===== config.mk =====
export PLATFORM = sky130hd
export DESIGN_NAME = decoder_scan_sequencer
export DESIGN_NICKNAME = d
export VERILOG_FILES = /design/src/rtl/decoder_scan_sequencer.sv
export SDC_FILE = /design/constraint.sdc
export NUM_CORES = 1
export LEC_CHECK = 0
export ABC_CLOCK_PERIOD_IN_PS = 1760
export BUFFER_PORTS_ARGS = -buffer_cell sky130_fd_sc_hd__buf_2
export CORE_UTILIZATION = 48
export CTS_BUF_LIST = sky130_fd_sc_hd__clkbuf_4 sky130_fd_sc_hd__clkbuf_8 sky130_fd_sc_hd__clkbuf_16
export CTS_CLUSTER_DIAMETER = 100
export DETAILED_ROUTE_END_ITERATION = 8
export PLACE_DENSITY_LB_ADDON = 0.05
export REMOVE_ABC_BUFFERS = 1
export SETUP_SLACK_MARGIN = 0.15
export SLEW_MARGIN = 10
export SYNTH_ARGS = -nofsm -noshare
export SYNTH_HDL_FRONTEND = slang
export SYNTH_SLANG_ARGS = --single-unit

===== constraint.sdc =====
create_clock -name i_clk -period 1.76 [get_ports i_clk]
set_clock_uncertainty 0.05 [all_clocks]
set_input_delay 0.264 -clock i_clk [delete_from_list [all_inputs] [get_ports i_clk]]
set_output_delay 0.264 -clock i_clk [all_outputs]
set_load 0.05 [all_outputs]

===== src/rtl/decoder_scan_sequencer.sv =====
// Scan sequencer for a one-hot decoder: steps the select index through every slot,
// holding enabled slots for dwell+1 cycles and masked slots for one cycle.
module decoder_scan_sequencer #(
    parameter int unsigned N       = 3,
    parameter int unsigned DWELL_W = 8
) (
    input  logic               i_clk,
    input  logic               i_rst,
    input  logic               i_start,
    input  logic               i_stop,
    input  logic               i_continuous,
    input  logic [DWELL_W-1:0] i_dwell,
    input  logic [0:2**N-1]    i_mask,
    output logic [N-1:0]       o_addr,
    output logic               o_en,
    output logic               o_busy,
    output logic               o_step,
    output logic               o_done
);

    typedef enum logic {
        StIdle,
        StScan
    } state_t;

    state_t             r_state;
    logic [N-1:0]       r_addr;
    logic [DWELL_W-1:0] r_cnt;
    logic [DWELL_W-1:0] r_dwell;
    logic [0:2**N-1]    r_mask;
    logic               r_cont;
    logic               r_done;

    state_t             w_state_nxt;
    logic [N-1:0]       w_addr_nxt;
    logic [DWELL_W-1:0] w_cnt_nxt;
    logic [DWELL_W-1:0] w_dwell_nxt;
    logic [0:2**N-1]    w_mask_nxt;
    logic               w_cont_nxt;
    logic               w_done_nxt;
    logic               w_scan;
    logic               w_slot_en;
    logic               w_slot_end;
    logic               w_last_slot;

    assign w_scan      = (r_state == StScan);
    assign w_slot_en   = r_mask[r_addr];
    // Masked slots always last a single cycle, regardless of the dwell count.
    assign w_slot_end  = w_scan && (!w_slot_en || (r_cnt == r_dwell));
    assign w_last_slot = &r_addr;

    always_ff @(posedge i_clk or posedge i_rst) begin
        if (i_rst) begin
            r_state <= StIdle;
            r_addr  <= '0;
            r_cnt   <= '0;
            r_dwell <= '0;
            r_mask  <= '0;
            r_cont  <= 1'b0;
            r_done  <= 1'b0;
        end else begin
            r_state <= w_state_nxt;
            r_addr  <= w_addr_nxt;
            r_cnt   <= w_cnt_nxt;
            r_dwell <= w_dwell_nxt;
            r_mask  <= w_mask_nxt;
            r_cont  <= w_cont_nxt;
            r_done  <= w_done_nxt;
        end
    end

    always_comb begin
        w_state_nxt = r_state;
        w_addr_nxt  = r_addr;
        w_cnt_nxt   = r_cnt;
        w_dwell_nxt = r_dwell;
        w_mask_nxt  = r_mask;
        w_cont_nxt  = r_cont;
        w_done_nxt  = 1'b0;

        unique case (r_state)
            StIdle: begin
                w_addr_nxt = '0;
                w_cnt_nxt  = '0;
                if (i_start && !i_stop) begin
                    w_state_nxt = StScan;
                    w_mask_nxt  = i_mask;
                    w_dwell_nxt = i_dwell;
                    w_cont_nxt  = i_continuous;
                end
            end
            StScan: begin
                // Abort wins over any slot end or wrap in the same cycle.
                if (i_stop) begin
                    w_state_nxt = StIdle;
                    w_addr_nxt  = '0;
                    w_cnt_nxt   = '0;
                end else if (w_slot_end) begin
                    w_cnt_nxt = '0;
                    if (!w_last_slot) begin
                        w_addr_nxt = r_addr + 1'b1;
                    end else begin
                        w_addr_nxt = '0;
                        if (!r_cont) begin
                            w_state_nxt = StIdle;
                            w_done_nxt  = 1'b1;
                        end
                    end
                end else begin
                    w_cnt_nxt = r_cnt + 1'b1;
                end
            end
            default: begin
                w_state_nxt = StIdle;
                w_addr_nxt  = '0;
                w_cnt_nxt   = '0;
            end
        endcase
    end

    assign o_addr = r_addr;
    assign o_busy = w_scan;
    assign o_en   = w_scan && w_slot_en;
    assign o_step = w_slot_end;
    assign o_done = r_done;

endmodule


### Word-level counts from Yosys, hierarchy flattened

Cells that the tools add are included.

* register bits after elaboration: 30
* output and inout port bits: 7

* reduce and logical (&&, ||, !) cells: 8
* muxes and demuxes: 21
* $add $sub $neg: 2
* magnitude comparators: 1
* eq/ne operators: 2
* bitwise operators: 2

Operator list (number)
* $mux 8: 2
* $pmux 8 s2: 1
* $mux 1: 12
* $mux 3: 3
* $add 8x1->8 const B: 1
* $eq 8x8->1: 1
* $pmux 3 s2: 1
* $ge 4x4->1 const B: 1
* $not 3->4: 1
* $add 3x1->3 const B: 1
* $bmux 1 s3: 1
* $logic_and 1x1->1: 3
* $ne 3x3->1 const B: 1
* $reduce_and 3->1: 1
* $logic_not 1->1: 2
* $pmux 1 s2: 1
* $reduce_and 2->1: 1
* $logic_or 1x1->1: 1
* $not 1->1: 1

### Longest topological paths before layout

Gate-level depths: netlist (run 1).

* word-level depth: 10
* mapped depth: 5
* gate-level depth less buffers: 5

### Worst setup path after synthesis (run 1)

Ideal clock, no wire load.

* path kind: register to output
* start: register r_addr[0] (netlist: o_addr[0])
* end: output port o_step
* stages on the path, launching flop included: 5
* slack: -0.719 ns
* arrival time: 2.165 ns
* data required time: 1.446 ns
* cell sequence: dfrtp_1 > mux4_1 > mux2_4 > o21ai_4 > and2_1

* longest elaborated chain between the ends: 7

RTL lines
* from (decl): line 27 `logic [N-1:0] r_addr;`
* from (signal assigned): line 63 `r_addr <= w_addr_nxt;`
* $not 3->4 (not written as such): line 47 `assign w_slot_en = r_mask[r_addr];`
* $bmux 1 s3: line 47
* $mux 1 (not written as such) (2 in series): line 47
* $logic_not 1->1: line 49 `assign w_slot_end = w_scan && (!w_slot_en || (r_cnt == r_dwell));`
* $logic_or 1x1->1: line 49
* $logic_and 1x1->1: line 49
* to (decl): line 17 `output logic o_step,`

No other way between the ends. The select of a mux whose other input is x is not followed.

### Final worst setup path (run 1)

Ends and elaborated chain as after synthesis.

==> key figures, run 1 <==
Power
  – Power per cell area: 1060 mW/mm²
  – Maximum VDD drop: ~0.89 mV
  – Leakage power of the design: 0.846 nW

Clock tree
  – Clk sinks: 30
  – CTS Buffer Depth: 2
  – TritonCTS clock tree: built
  – H-tree depth reported by CTS: 2
  – CTS Buf Count: 5
  – Clk Latency, worst-skew pair: 330 ps
  – Clock slew at the register clock pins of the worst setup and hold paths: approximately 100 ps
  – Clock Root Buffer: sky130_fd_sc_hd__clkbuf_4

Routing
  – WL final: 2730 µm
  – DR vias: 988
  – Routed met1 length: 1330 µm
  – Routed wire length per instance: roughly 15 µm
  – Vias per cell: 5.28
  – Drt first-iter violations: 12
  – DR WL met2: 1250 µm
  – DRC violation count after routing: 0
  – Uppermost metal layer occupied by signal nets: met4
  – Initial DRT Pass Iterations: 4
  – Total length of routed met3 wires: 126 µm
  – Post-detailed-route count of antenna-violating nets: 0

Die
  – Core Box Area: between 0.002 and 0.003 mm²
  – Starting Density: 51.2%
  – Die Footprint: 0.00319 mm²
  – Total I/O pin count: 28
  – Floorplan row count: 19
  – Die Ht: about 56 µm
  – Die width: between 50 and 60 µm

STA
  – Number of failing hold endpoints at the final stage: 0
  – Setup repair after global routing missed its margin: yes
  – Final count of pins violating max slew: 0
  – Actual transition at the worst max-transition pin: 476 ps
  – Count of endpoints failing setup in the final report: 15
  – Post-route worst setup slack: -473 ps
  – Worst hold slack: between 70 and 80 ps
  – Max frequency: 448 MHz
  – Fin crit share: 127%
  – Post-layout min period: 2230 ps
  – TNS Setup: -2260 ps
  – Rel. slew slack: 68.2%

Status
  – Result of the run: complete, but fails checks
  – Violated checks: setup timing

GRT
  – Total global routing overflow: 0
  – Largest net degree at the start of global routing: 31
  – Global-route usage over all layers: 18.9%
  – Vias in the first global route: about 950
  – First-pass GRT wire length: 4420 µm
  – Number of antenna violations at the first check in global routing: 0

Run
  – # Max-Cap Violations: 0

Logic synthesis
  – Netlist area before placement: ~0.0014 mm²
  – Post-synthesis cell type count: 27
  – Compound-Gate Fraction of Synth Area: around 2.8%
  – Area fraction in and, or, nand and nor cells after synthesis: between 10 and 15%
  – Post-Syn Instances: ~110
  – Share of synthesized area spent on multiplexers: slightly above 20%
  – Ys Warns: 0
  – Post-Synth Adder-Cell Area: 2.64%
  – Post-synthesis xor/xnor area fraction: 8.61%
  – Mean cell area of the mapped netlist: 13.3 µm²
  – Register area share after synthesis: 52.7%
  – Number of synthesized register bits: 30
  – Largest family of logic cells by synthesized area: multiplexers

Worst setup path
  – Critical path start-end classification: reg -> out
  – Crit start category: flip-flop
  – CP max stage cell: sky130_fd_sc_hd__mux4_2
  – Slowest stage delay, CP: 500 ps
  – Critical path peak fanout: 3
  – Type of element capturing the critical path: primary output
  – Data arrival time of the critical path: 1920 ps
  – Critical Path RT: 1450 ps
  – Series of cell instances along the critical path: mux4_2 > mux2_4 > o21ai_4 > and2_4 > buf_8
  – Cell depth of the worst flop-to-flop path: 6

Final layout
  – Proportion of layout cells with a drive suffix above 1: roughly half
  – Most common cell after layout, fill and taps aside: sky130_fd_sc_hd__dfrtp_1
  – Syn-to-layout area delta: 29.5%
  – Most frequent cells in the layout: sky130_fd_sc_hd__dfrtp_1 (29), sky130_fd_sc_hd__buf_2 (25), sky130_fd_sc_hd__mux2_2 (17)
  – Fill cell total of the finished layout: about 230
  – Fin nets: 179
  – Area used by sequential logic in the layout: between 700 and 800 µm²
  – Antenna fix cells: 0
  – Total area of multi-input combinational cells: 661 µm²

Worst hold path
  – Hold/Removal Path Class: in -> reg
  – Hold Path Cell Cnt: 2

Placed design
  – Count of input and output buffers: 27
  – Final HPWL DP: 1880 µm
  – GPL Wtd Cong: 0.807
[worst max-delay path: cells and delay by family, from the launching register on]
family	cells	cell delay, ps
compound gates	1	70
simple gates	1	160
flops	1	410
mux	2	810
buf+inv	1	130
[cell usage after synthesis]
| cell type | n | area share (%) |
|---|---|---|
| sky130_fd_sc_hd__dfrtp_1 | 30 | 53 |
| sky130_fd_sc_hd__mux2_2 | 17 | 13 |
| sky130_fd_sc_hd__xnor2_1 | 12 | 7.4 |
| sky130_fd_sc_hd__nor3_1 | 8 | 2.8 |
| sky130_fd_sc_hd__nand2_1 | 6 | 1.6 |
| sky130_fd_sc_hd__and3_1 | 3 | 1.3 |
| sky130_fd_sc_hd__ha_1 | 3 | 2.6 |
| sky130_fd_sc_hd__mux2i_1 | 3 | 2.1 |
| sky130_fd_sc_hd__mux4_1 | 2 | 3.7 |
| sky130_fd_sc_hd__nand3_1 | 2 | 0.70 |
| sky130_fd_sc_hd__nand4_1 | 2 | 0.88 |
| sky130_fd_sc_hd__nor2_1 | 2 | 0.53 |
| sky130_fd_sc_hd__nor2b_1 | 2 | 0.88 |
| sky130_fd_sc_hd__xor2_1 | 2 | 1.2 |
| sky130_fd_sc_hd__a311oi_1 | 1 | 0.62 |
| sky130_fd_sc_hd__and2_1 | 1 | 0.44 |
| sky130_fd_sc_hd__and2_2 | 1 | 0.53 |
| sky130_fd_sc_hd__buf_1 | 1 | 0.26 |
| sky130_fd_sc_hd__buf_2 | 1 | 0.35 |
| sky130_fd_sc_hd__inv_1 | 1 | 0.26 |
| sky130_fd_sc_hd__mux2_4 | 1 | 1.1 |
| sky130_fd_sc_hd__nand2b_1 | 1 | 0.44 |
| sky130_fd_sc_hd__nand3b_1 | 1 | 0.53 |
| sky130_fd_sc_hd__nor3b_2 | 1 | 0.88 |
| sky130_fd_sc_hd__o21a_4 | 1 | 1.1 |
| sky130_fd_sc_hd__o21ai_4 | 1 | 1.1 |
| sky130_fd_sc_hd__or3_2 | 1 | 0.53 |
[final timing paths]
check | start | endpoint | slack, ps
setup / recovery | o_addr[0] | o_step | -470
hold / removal | i_stop | o_busy | 70
setup reg to reg | o_addr[0] | r_cnt[1] | -170
hold reg to reg | r_mask[4] | r_mask[4] | 470
max in group asynchronous | i_rst | o_addr[0] | 880
min in group asynchronous | i_rst | r_dwell[2] | 490
[layout make-up]
cell class	instances	share of cell area (%)
inverters	1	0.204
clock buffers	6	2.78
well taps	31	2.10
flip-flops and latches	30	40.8
repair buffers	43	15.1
multi-input cells	74	35.8
clock inverters	2	3.26
[where the power goes]
group | leakage [nW] | switching [W] | internal (W) | total [W]
Clock | 0.0585 | 0.000247 | 0.000481 | 0.000728
Sequential | 0.378 | 0.0000606 | 0.000770 | 0.000831
Combinational | 0.409 | 0.000164 | 0.000224 | 0.000388
[cells by family (layout without fill, tap and decap cells)]
group,count (synthesis),in the layout
simple gates,31,31
flops,30,30
mux,23,23
xor+xnor,14,14
fa+ha+maj,3,3
compound gates,3,3
buf+inv,3,52
[layer usage]
metal	up-vias	GRT usage, %
li1	472	-
met1	483	26.1
met2	31	27.6
met3	2	7.60
met4	0	5.23
met5	-	0
[what timing repair did]
action	in CTS	in global routing
setup endpoints to repair	15	15
endpoints found under the hold margin	30	0
cloned	0	1
setup buffers	1	2
gates resized for setup	10	2
hold buffers	1	0
[through the flow]
step                      util, %  instances  setup WS, ps  cell area (µm²)  power (W)
after floorplan                 -        105          -719             1420    0.00106
after global placement       60.1        174          -223             1670    0.00116
after detailed placement     60.1        174          -246             1670    0.00117
after CTS                    65.5        184          -534             1820    0.00195
after global routing         66.3        187          -561             1840    0.00205
final                        66.3        187          -473             1840    0.00195
[sequential cells by signal, summed over array words and instances, names as in the netlist]
register / flops
r_mask: 8
r_dwell: 8
o_done: 1
o_addr: 3
r_cont: 1
o_busy: 1
r_cnt: 8
No activity file was read; power rests on OpenSTA's default activity.
==> inputs of run 2 (changes only) <==
--- a/config.mk
+++ b/config.mk
@@ -7,6 +7,7 @@
 export LEC_CHECK = 0
 export ABC_CLOCK_PERIOD_IN_PS = 1760
 export BUFFER_PORTS_ARGS = -buffer_cell sky130_fd_sc_hd__buf_2
+export CORE_MARGIN = 5
 export CORE_UTILIZATION = 48
 export CTS_BUF_LIST = sky130_fd_sc_hd__clkbuf_4 sky130_fd_sc_hd__clkbuf_8 sky130_fd_sc_hd__clkbuf_16
 export CTS_CLUSTER_DIAMETER = 100
==> constraint.sdc (replaced) <==
create_clock -name i_clk -period 1.76 [get_ports i_clk]
set_clock_uncertainty 0.05 [all_clocks]
set_input_delay 0.352 -clock i_clk [delete_from_list [all_inputs] [get_ports i_clk]]
set_output_delay 0.352 -clock i_clk [all_outputs]
set_load 0.05 [all_outputs]
==> key figures, run 2 (synthesized netlist as in run 1, its figures left out) <==
STA
  – Fin crit share: 131% (+4.6 points)
  – Setup repair after global routing missed its margin: yes
  – Max frequency: 432 MHz (-3.5%)
  – Final count of pins violating max slew: 0 (unchanged)
  – Post-layout min period: 2310 ps (+81.4 ps)
  – Actual transition at the worst max-transition pin: 489 ps (+13.0 ps)
  – Count of endpoints failing setup in the final report: 6 (-9)
  – Post-route worst setup slack: -554 ps (-81.4 ps)
  – Rel. slew slack: 67.3% (-0.87 points)
  – TNS Setup: -1560 ps (+707 ps)
  – Number of failing hold endpoints at the final stage: 0 (unchanged)

Die
  – Starting Density: 50.8% (-0.43 points)
  – Floorplan row count: 19 (unchanged)
  – Die width: 64.5 µm (+14%)
  – Die Footprint: 0.00416 mm² (+30%)
  – Total I/O pin count: 28 (unchanged)
  – Die Ht: 64.5 µm (+14%)
  – Core Box Area: 0.00281 mm² (+0.85%)

Clock tree
  – Clk Latency, worst-skew pair: 330 ps (about the same)
  – CTS Buffer Depth: 2 (unchanged)
  – TritonCTS clock tree: built
  – CTS Buf Count: 5 (unchanged)
  – H-tree depth reported by CTS: 2 (unchanged)
  – Clk sinks: 30 (unchanged)
  – Clock Root Buffer: sky130_fd_sc_hd__clkbuf_4
  – Clock slew at the register clock pins of the worst setup and hold paths: 90 ps (about the same)

Final layout
  – Syn-to-layout area delta: 30.1%
  – Final core utilization: 66.0% (-0.29 points)
  – Fin nets: 184 (+2.8%)
  – Registers with the highest flip-flop counts: r_cnt x8, r_dwell x8, r_mask x8
  – Proportion of layout cells with a drive suffix above 1: 53.1% (+3.1 points)
  – Post-layout instance count excluding filler cells: 191 (+2.1%)
  – Antenna fix cells: 0 (unchanged)
  – Most frequent cells in the layout: sky130_fd_sc_hd__dfrtp_1 (29), sky130_fd_sc_hd__buf_2 (23), sky130_fd_sc_hd__buf_4 (19)
  – Final Instance Area: 0.00185 mm² (+0.41%)
  – Most common cell after layout, fill and taps aside: sky130_fd_sc_hd__dfrtp_1

Routing
  – Drt first-iter violations: 55 (+43)
  – Routed wire length per instance: 14.5 µm (-0.37%)
  – Initial DRT Pass Iterations: 4 (unchanged)
  – DR vias: 998 (+1.0%)
  – Vias per cell: 5.23 (-1.1%)
  – DRC violation count after routing: 0 (unchanged)
  – WL final: 2780 µm (+1.8%)
  – Post-detailed-route count of antenna-violating nets: 0 (unchanged)

GRT
  – Global-route usage over all layers: 15.2% (-3.7 points)
  – Largest net degree at the start of global routing: 31 (unchanged)
  – Vias in the first global route: 1036 (+8.6%)
  – Total global routing overflow: 0 (unchanged)
  – Number of antenna violations at the first check in global routing: 0 (unchanged)
  – First-pass GRT wire length: 4780 µm (+8.3%)

Worst setup path
  – Critical path start-end classification: reg -> out
  – Critical path peak fanout: 3 (unchanged)
  – Critical Path RT: 1360 ps (-90 ps)
  – Crit start category: flip-flop
  – Cell depth of the worst flop-to-flop path: 6 (unchanged)
  – Type of element capturing the critical path: primary output
  – Data arrival time of the critical path: 1910 ps (about the same)

Placed design
  – Final HPWL DP: 1990 µm (+5.8%)
  – Count of input and output buffers: 27 (unchanged)
  – Pre-CTS setup slack: -335 ps (-88.4 ps)
  – Placed insts: 182 (+4.6%)
  – Post-placement cell area: 0.00173 mm² (+3.6%)
  – GPL Wtd Cong: 0.737 (-8.6%)

Power
  – Leakage power of the design: 0.841 nW (-0.57%)
  – Power per cell area: 877 mW/mm² (-17%)
  – Maximum VDD drop: 0.487 mV (-45%)

Run
  – # Max-Cap Violations: 0 (unchanged)

Worst hold path
  – Hold/Removal Path Class: in -> async

Status
  – Result of the run: complete, but fails checks
  – Violated checks: setup timing
-- run 2: layout make-up --
| class | instances | area [µm²] |
|---|---|---|
| Tap cell | 31 | 38.8 |
| Inverter | 1 | 3.75 |
| Multi-Input combinational cell | 74 | 676 |
| Clock buffer | 7 | 52.6 |
| Fill cell | 231 | 953 |
| Timing Repair Buffer | 48 | 329 |
| Sequential cell | 30 | 752 |
-- run 2: stage by stage --
stage          power [W]  hold WS (ps)
3_5_place_dp     0.00120           403
4_1_cts          0.00162          33.3
2_1_floorplan    0.00106           368
3_3_place_gp     0.00118           387
6_report         0.00162          32.8
5_1_grt          0.00172          60.8
-- run 2: report_power, final --
part           total, W  switching (W)  internal [W]  leakage [nW]
Sequential     0.000823      0.0000533      0.000770         0.378
Combinational  0.000399       0.000164      0.000235         0.431
Clock          0.000403       0.000222      0.000181        0.0322
Total           0.00162       0.000439       0.00119         0.841
-- run 2: path summary, 6_finish.rpt --
path / startpoint / to / slack, ps
max: o_addr[0] / o_step / -550
min: i_rst / r_cnt[0] / 30
max reg2reg: o_addr[0] / r_cnt[1] / -130
min reg2reg: r_mask[5] / r_mask[5] / 460
max in group asynchronous: i_rst / o_addr[0] / 1330
min in group i_clk: i_stop / o_busy / 190
-- run 2: critical path: stages (launching register included) --
cell and delay, ps:
sky130_fd_sc_hd__dfrtp_2 410, sky130_fd_sc_hd__mux4_2 500, sky130_fd_sc_hd__mux2_4 310, sky130_fd_sc_hd__o21ai_4 60, sky130_fd_sc_hd__and2_4 160, sky130_fd_sc_hd__buf_8 140
-- run 2: timing repair --
action / in CTS / in global routing
resized for setup: 10 / 10
hold buffers: 0 / 0
endpoints found under the setup margin: 15 / 16
pin swaps: 1 / 1
setup buffers: 0 / 3
-- run 2: layer usage --
metal / up-vias / wire [µm] / global-route usage (%)
met2: 30 / 1240 / 22.7
met4: 0 / 72 / 8.71
met5: - / 0 / 0
li1: 488 / - / -
met3: 7 / 145 / 4.49
met1: 473 / 1330 / 19.8
==> inputs of run 3 (changes only) <==
--- a/config.mk
+++ b/config.mk
@@ -12,7 +12,7 @@
 export CTS_BUF_LIST = sky130_fd_sc_hd__clkbuf_4 sky130_fd_sc_hd__clkbuf_8 sky130_fd_sc_hd__clkbuf_16
 export CTS_CLUSTER_DIAMETER = 100
 export DETAILED_ROUTE_END_ITERATION = 8
-export PLACE_DENSITY_LB_ADDON = 0.05
+export PLACE_DENSITY = 0.85
 export REMOVE_ABC_BUFFERS = 1
 export SETUP_SLACK_MARGIN = 0.15
 export SLEW_MARGIN = 10
==> key figures, run 3 (synthesized netlist as in run 1, its figures left out) <==
Worst hold path
  – Hold/Removal Path Class: in -> async

Worst setup path
  – Type of element capturing the critical path: primary output
  – Critical path peak fanout: 3 (unchanged)
  – Crit start category: flip-flop
  – Critical path start-end classification: reg -> out
  – Data arrival time of the critical path: 1950 ps (+40 ps)
  – Critical Path RT: 1360 ps (about the same)

STA
  – Rel. slew slack: 72.8% (+5.5 points)
  – Setup repair after global routing missed its margin: yes
  – Number of failing hold endpoints at the final stage: 0 (unchanged)
  – Final count of pins violating max slew: 0 (unchanged)
  – Count of endpoints failing setup in the final report: 15 (+9)
  – Post-layout min period: 2350 ps (+36.9 ps)
  – Max frequency: 425 MHz (-1.6%)
  – Fin crit share: 134% (+2.1 points)
  – Actual transition at the worst max-transition pin: 407 ps (-82.1 ps)
  – Post-route worst setup slack: -591 ps (-36.9 ps)

Die
  – Floorplan row count: 19 (unchanged)
  – Die Ht: 64.5 µm (unchanged)
  – Core Box Area: 0.00281 mm² (unchanged)
  – Starting Density: 50.8% (unchanged)
  – Total I/O pin count: 28 (unchanged)
  – Die Footprint: 0.00416 mm² (unchanged)
  – Die width: 64.5 µm (unchanged)

Clock tree
  – CTS Buf Count: 5 (unchanged)
  – Clk Latency, worst-skew pair: 340 ps (about the same)
  – H-tree depth reported by CTS: 2 (unchanged)
  – CTS Buffer Depth: 2 (unchanged)
  – TritonCTS clock tree: built
  – Clock slew at the register clock pins of the worst setup and hold paths: 100 ps (about the same)
  – Clock Root Buffer: sky130_fd_sc_hd__clkbuf_4
  – Clk sinks: 30 (unchanged)

Routing
  – DR vias: 1013 (+1.5%)
  – Post-detailed-route count of antenna-violating nets: 0 (unchanged)
  – Initial DRT Pass Iterations: 4 (unchanged)
  – DRC violation count after routing: 0 (unchanged)
  – Drt first-iter violations: 9 (-84%)
  – Routed wire length per instance: 15.7 µm (+7.9%)
  – Vias per cell: 5.39 (+3.1%)
  – WL final: 2950 µm (+6.2%)

GRT
  – Total global routing overflow: 0 (unchanged)
  – Largest net degree at the start of global routing: 31 (unchanged)
  – First-pass GRT wire length: 5220 µm (+9.1%)
  – Global-route usage over all layers: 16.4% (+1.2 points)
  – Vias in the first global route: 1147 (+11%)
  – Number of antenna violations at the first check in global routing: 0 (unchanged)

Final layout
  – Proportion of layout cells with a drive suffix above 1: 51.0% (-2.2 points)
  – Most common cell after layout, fill and taps aside: sky130_fd_sc_hd__dfrtp_1
  – Registers with the highest flip-flop counts: r_cnt x8, r_dwell x8, r_mask x8
  – Syn-to-layout area delta: 29.1%
  – Antenna fix cells: 0 (unchanged)
  – Post-layout instance count excluding filler cells: 188 (-1.6%)
  – Fin nets: 180 (-2.2%)
  – Most frequent cells in the layout: sky130_fd_sc_hd__dfrtp_1 (30), sky130_fd_sc_hd__buf_2 (24), sky130_fd_sc_hd__mux2_2 (17)

Placed design
  – Pre-CTS setup slack: -330 ps (+4.66 ps)
  – Final HPWL DP: 2140 µm (+7.2%)
  – Placed insts: 177 (-2.7%)
  – GPL Wtd Cong: 0.831 (+13%)
  – Count of input and output buffers: 27 (unchanged)

Power
  – Leakage power of the design: 0.843 nW (+0.27%)
  – Power per cell area: 957 mW/mm² (+9.1%)
  – Maximum VDD drop: 0.523 mV (+7.3%)

Run
  – # Max-Cap Violations: 0 (unchanged)

Status
  – Violated checks: setup timing
  – Result of the run: complete, but fails checks
[run 3: stage by stage]
step                      setup TNS, ps  cell area (µm²)  hold WS (ps)  total power, W  utilization (%)
after floorplan                   -8590             1420           368         0.00106                -
after detailed placement           -854             1710           389         0.00118             60.8
after CTS                         -2230             1840          20.9         0.00177             65.4
after global placement             -697             1710           382         0.00116             60.8
after global routing              -3270             1840          54.0         0.00184             65.5
final                             -2260             1840          20.4         0.00176             65.5
[run 3: path summary, 6_finish.rpt]
check                           startpoint          to  slack [ps]  cells past startpoint
worst max-delay path             o_addr[0]      o_step        -590                      5
worst min-delay path                 i_rst    r_cnt[0]          20                      3
worst max register to register   o_addr[0]      o_done        -140                      7
worst min register to register   r_mask[5]   r_mask[5]         470                      1
max in group asynchronous            i_rst  r_dwell[0]        1370                      3
min in group i_clk                  i_stop      o_busy         170                      2
[run 3: cell type report]
class | count | area [µm²]
clock buffer | 5 | 37.5
clock inverter | 3 | 40.0
fill | 214 | 967
inverter | 1 | 3.75
multi-input combinational | 74 | 666
sequential | 30 | 751
tap | 31 | 38.8
timing repair buffer | 44 | 302
[run 3: what timing repair did]
item,CTS,global route
gates cloned,1,0
endpoints found under the hold margin,0,0
hold buffers,0,0
setup endpoints to repair,15,16
resized for setup,13,1
setup buffers,2,0
[run 3: routing by layer]
metal  share of wire, %  GRT usage [%]  vias up
met5                  0              0        -
met4                1.9           8.97        0
met3                5.6           4.49        8
met2                 52           28.1       35
met1                 41           18.7      495
li1                   -              -      475
[run 3: critical path, stage by stage (launching register included)]
cell and delay, ps:
sky130_fd_sc_hd__dfrtp_1 410, sky130_fd_sc_hd__mux4_2 520, sky130_fd_sc_hd__mux2_4 310, sky130_fd_sc_hd__o21ai_4 70, sky130_fd_sc_hd__and2_4 160, sky130_fd_sc_hd__buf_8 140
[run 3: report_power, final]
part	internal, W	switching [W]	total [W]
combinational	0.000224	0.000170	0.000394
sequential	0.000770	0.0000567	0.000826
clock	0.000294	0.000245	0.000539
total	0.00129	0.000472	0.00176
